==> src/rtl/button_pkg.sv <==
// rtl/button_pkg.sv - shared state encoding and event bundle for button_event_gen
package button_pkg;

    typedef enum logic [1:0] {
        S_IDLE    = 2'b00,
        S_PRESSED = 2'b01,
        S_LONG    = 2'b10
    } state_t;

    // "release" is a language keyword, hence released
    typedef struct packed {
        logic press;
        logic released;
        logic click;
        logic long_p;
        logic repeat_p;
    } btn_event_t;

    function automatic int max_int(input int a, input int b);
        return (a > b) ? a : b;
    endfunction

endpackage

==> src/rtl/sat_counter.sv <==
// rtl/sat_counter.sv - saturating up-counter with synchronous clear
module sat_counter #(
    parameter int WIDTH = 8
) (
    input  logic             clk,
    input  logic             rst,
    input  logic             clr,
    input  logic             inc,
    output logic [WIDTH-1:0] count
);

    always_ff @(posedge clk or posedge rst) begin
        if (rst) begin
            count <= '0;
        end else if (clr) begin
            count <= '0;
        end else if (inc && (count != {WIDTH{1'b1}})) begin
            count <= count + 1'b1;
        end
    end

endmodule

==> src/rtl/button_event_gen.sv <==
// rtl/button_event_gen.sv - debounced button level to press/release/click/long/repeat pulses; BUTTON_REPEAT_EN enables auto-repeat
module button_event_gen
    import button_pkg::*;
#(
    parameter int LONG_TICKS          = 1000,
    parameter int REPEAT_PERIOD_TICKS = 100,
    parameter int REPEAT_CNT_W        = 8
) (
    input  logic                    clk,
    input  logic                    rst,
    input  logic                    btn_in,
    output logic                    pressed,
    output logic                    press_pulse,
    output logic                    release_pulse,
    output logic                    click_pulse,
    output logic                    long_pulse,
    output logic                    repeat_pulse,
    output logic [REPEAT_CNT_W-1:0] repeat_count
);

    localparam int CNT_W = $clog2(max_int(LONG_TICKS, REPEAT_PERIOD_TICKS)) + 1;
    localparam logic [CNT_W-1:0] LONG_LAST = CNT_W'(LONG_TICKS - 1);

    state_t           state;
    logic [CNT_W-1:0] counter;

`ifdef BUTTON_REPEAT_EN
    localparam logic [CNT_W-1:0] REP_LAST = CNT_W'(REPEAT_PERIOD_TICKS - 1);

    logic rep_hit;
    logic press_hit;

    // Release has priority over the repeat terminal count, so btn_in gates the hit.
    assign rep_hit   = (state == S_LONG) && btn_in && (counter == REP_LAST);
    assign press_hit = (state == S_IDLE) && btn_in;

    sat_counter #(
        .WIDTH (REPEAT_CNT_W)
    ) u_repeat_count (
        .clk   (clk),
        .rst   (rst),
        .clr   (press_hit),
        .inc   (rep_hit),
        .count (repeat_count)
    );
`else
    assign repeat_pulse = 1'b0;
    assign repeat_count = '0;
`endif

    always_ff @(posedge clk or posedge rst) begin
        if (rst) begin
            state         <= S_IDLE;
            counter       <= '0;
            pressed       <= 1'b0;
            press_pulse   <= 1'b0;
            release_pulse <= 1'b0;
            click_pulse   <= 1'b0;
            long_pulse    <= 1'b0;
`ifdef BUTTON_REPEAT_EN
            repeat_pulse  <= 1'b0;
`endif
        end else begin
            press_pulse   <= 1'b0;
            release_pulse <= 1'b0;
            click_pulse   <= 1'b0;
            long_pulse    <= 1'b0;
`ifdef BUTTON_REPEAT_EN
            repeat_pulse  <= 1'b0;
`endif
            case (state)
                S_IDLE: begin
                    if (btn_in) begin
                        state       <= S_PRESSED;
                        counter     <= '0;
                        pressed     <= 1'b1;
                        press_pulse <= 1'b1;
                    end else begin
                        pressed <= 1'b0;
                    end
                end
                S_PRESSED: begin
                    if (!btn_in) begin
                        state         <= S_IDLE;
                        pressed       <= 1'b0;
                        release_pulse <= 1'b1;
                        click_pulse   <= 1'b1;
                    end else if (counter == LONG_LAST) begin
                        state      <= S_LONG;
                        counter    <= '0;
                        long_pulse <= 1'b1;
                    end else begin
                        counter <= counter + 1'b1;
                    end
                end
                S_LONG: begin
                    if (!btn_in) begin
                        state         <= S_IDLE;
                        pressed       <= 1'b0;
                        release_pulse <= 1'b1;
                    end else begin
`ifdef BUTTON_REPEAT_EN
                        if (rep_hit) begin
                            counter      <= '0;
                            repeat_pulse <= 1'b1;
                        end else begin
                            counter <= counter + 1'b1;
                        end
`endif
                    end
                end
                default: begin
                    state   <= S_IDLE;
                    counter <= '0;
                    pressed <= 1'b0;
                end
            endcase
        end
    end

endmodule

==> config.mk <==
export PLATFORM = sky130hd
export DESIGN_NAME = button_event_gen
export DESIGN_NICKNAME = d
export VERILOG_FILES = /design/src/rtl/button_pkg.sv /design/src/rtl/sat_counter.sv /design/src/rtl/button_event_gen.sv
export SDC_FILE = /design/constraint.sdc
export NUM_CORES = 1
export LEC_CHECK = 0
export BUFFER_PORTS_ARGS = -buffer_cell sky130_fd_sc_hd__buf_2
export CAP_MARGIN = 20
export CORE_MARGIN = 2
export CORE_UTILIZATION = 50
export CTS_CLUSTER_SIZE = 25
export DETAILED_ROUTE_END_ITERATION = 6
export PLACE_DENSITY = 0.72
export REMOVE_ABC_BUFFERS = 1
export SYNTH_ARGS = -nofsm -noshare
export SYNTH_HDL_FRONTEND = slang
export SYNTH_HIERARCHICAL = 1
export SYNTH_SLANG_ARGS = --single-unit
==> constraint.sdc <==
create_clock -name clk -period 2.2 [get_ports clk]
set_input_delay 0.22 -clock clk [delete_from_list [all_inputs] [get_ports clk]]
set_output_delay 0.22 -clock clk [all_outputs]
set_load 0.02 [all_outputs]
==> results_dict.tcl <==
set metrics [dict create \
    p_leak_nw 0.471 \
    crit_required_ps 2390 \
    place_inst 132 \
    dp_hpwl_um 1190 \
    dr.first_iter.drc_count 5 \
    finalSetupViolCount 0 \
    ys_seq_elements 18 \
    grt_max_degree 19 \
    p_clk_frac 0.228 \
    arrival_ps 1780 \
    async_reset_ff_frac 1.00 \
    clk_pin_slew_worst_paths_ps 100 \
    boundaryPins 17 \
    insertedDiodeCount 0 \
    ctsResizeCount 0 \
    relSlewSlack 0.562 \
    cts_setup_buffers 0 \
    grt_pass1_vias 658 \
    netSwitchingFraction 0.348 \
    fin_crit_sh 0.723 \
    htree_levels 1 \
    skew_ps 2.69 \
    clock_sinks 18 \
    period_minus_slack_ps 1590 \
    synth_edf_count 0 \
    power_density_nw_per_um2 835 \
    reg2reg_slack_ps 610 \
    ant_nets 0 \
    synth_area_leaders "dfrtp_1 45%, xnor2_1 7.1%, buf_4 6.8%" \
    syn-mean-instance-area_um2 9.92 \
    synth_seq_area_share 0.454 \
    final_cells 136 \
    track_usage 0.154 \
    drive_gt1_frac 0.165 \
    final_cell_mix "18 x dfrtp_1, 12 x nor2_1, 9 x nand2_1, 9 x conb_1, 8 x xnor2_1" \
    fp-row-count 16 \
    synth_top_area_cell "dfrtp_1" \
    cts_tree "yes" \
    power_frac_seq 0.470 \
    die_h_um 48.5 \
    yosysWarnings 6 \
    final_nets 117 \
    hp-class "in -> async" \
    clk_latency_ps 290 \
    cts_max_path_buffers 2 \
    r2r_cells 4 \
    dieArea_um2 2360 \
    end_kind "flop" \
    cts-root-buf "clkbuf_4" \
    worst_slew_pin_slew_ps 657 \
    r2r_end "counter[0]" \
    die_w_um 48.5 \
    p_int_w 0.000576 \
    synth_top_area_share 0.454 \
    first_pass_iters 4 \
    routed_via_density 5.07 \
    wl_per_cell_um 11.5 \
    max_cap_violations 0 \
    place_congestion 0.814 \
    seq_area_um2 450 \
    grt_pass1_wl_um 2830 \
    setup_tns_ps 0 \
    p_switching_w 0.000307 \
    timing.rr.start "counter[3]" \
    rsz0062_at_grt "false" \
    fillers 180 \
    ys_types 29 \
    route.detailed.drc 0 \
    vias 689 \
    drv_slew 0 \
    drt-total-wl_um 1570 \
    grt-ovfl-total 0 \
    cts_hold_buf 0 \
    status "complete, no violations" \
    syn2layout_area_growth_pct 6.56 \
    synth_area_um2 992 \
    portBuffers 7 \
    start_util 0.516 \
    core-area_um2 1920 \
    max_freq_mhz 629 \
    p_comb_frac 0.301 \
    hold_viol 0 \
    final_common_cell "dfrtp_1" \
    cts_made_buffers 3 \
    setup.worst_path.class "reg -> reg" \
    crit_fanout 5 \
    antenna_found_initial 0 \
    syn_inst 100 \
    multiInputGateArea_um2 479 \
    start_kind "flop" \
    synth_ff_type "dfrtp_1" \
    irDropWorstVdd_mv 0.498 \
]
## cells by family after synthesis
group | Yosys count | share of synthesized area
AOI/OAI and AO/OA | 9 | 0.0681
xor gates and xnor gates | 8 | 0.0706
adders and majority gates | 4 | 0.0504
buffers and inverters | 15 | 0.0933
DFF | 18 | 0.454
muxes | 2 | 0.0202
other | 1 | 0.00378
and+or+nand+nor | 43 | 0.240
## metal layers
metal | part of all wire | wire, µm | track usage | vias up
met1 | 0.50 | 784 | 0.213 | 329
met3 | 0.029 | 46 | 0.0185 | 4
li1 | - | - | - | 339
met2 | 0.44 | 698 | 0.234 | 17
met5 | 0 | 0 | 0 | -
met4 | 0.025 | 40 | 0.0952 | 0
## per-stage QoR
stage / setup slack [ps] / cell area [µm²] / utilization / hold WS [ps] / power, W
6_report: 610 / 1060 / 0.550 / 7.49 / 0.000883
5_1_grt: 504 / 1060 / 0.550 / 59.6 / 0.000949
4_1_cts: 596 / 1060 / 0.550 / 31.5 / 0.000895
3_5_place_dp: 609 / 1020 / 0.531 / 362 / 0.000691
3_3_place_gp: 648 / 1020 / 0.531 / 340 / 0.000686
2_1_floorplan: 403 / 945 / - / 159 / 0.000622
## worst max-delay path by stage
stage	cells after the start	startpoint	endpoint	slack, ps
global route	4	counter[3]	state[1]	500
floorplan	4	state[1]	counter[10]	400
detailed placement	4	counter[3]	counter[3]	610
finish	4	counter[3]	counter[0]	610
CTS	4	counter[3]	counter[3]	600
global placement	4	counter[3]	counter[5]	650
## registers in the layout, summed over array words and instances (netlist names)
signal and flops:
press_pulse 1, counter 11, pressed 1, state 2, long_pulse 1, release_pulse 1
click_pulse 1
## layout make-up
type / instances / area share
clock buffers: 4 / 0.0343
inverters: 4 / 0.0142
multi-input cells: 75 / 0.453
flip-flops and latches: 18 / 0.426
well taps: 27 / 0.0320
repair buffers: 8 / 0.0402
## power groups by stage
| stage | combinational, W | clock (W) | sequential [W] |
|---|---|---|---|
| after floorplan | 0.000177 | 0 | 0.000445 |
| after global placement | 0.000265 | 0 | 0.000421 |
| after detailed placement | 0.000269 | 0 | 0.000422 |
| after CTS | 0.000269 | 0.000211 | 0.000415 |
| after global routing | 0.000300 | 0.000225 | 0.000424 |
| final | 0.000266 | 0.000202 | 0.000415 |
## cell usage after synthesis (2+ instances only)
cell type	number
buf_2	2
buf_4	9
dfrtp_1	18
ha_1	4
inv_1	4
mux2i_1	2
nand2_1	9
nand3_1	5
nor2_1	12
nor2b_1	2
nor3_2	2
nor4_1	5
o21ai_0	2
o31ai_1	2
xnor2_1	8
## critical path: stages (launching register included)
cell and delay [ps]:
dfrtp_1 430, or3_4 420, o31ai_1 400, nor3_1 80, a21o_1 160
(Power assumes the default switching activity.)
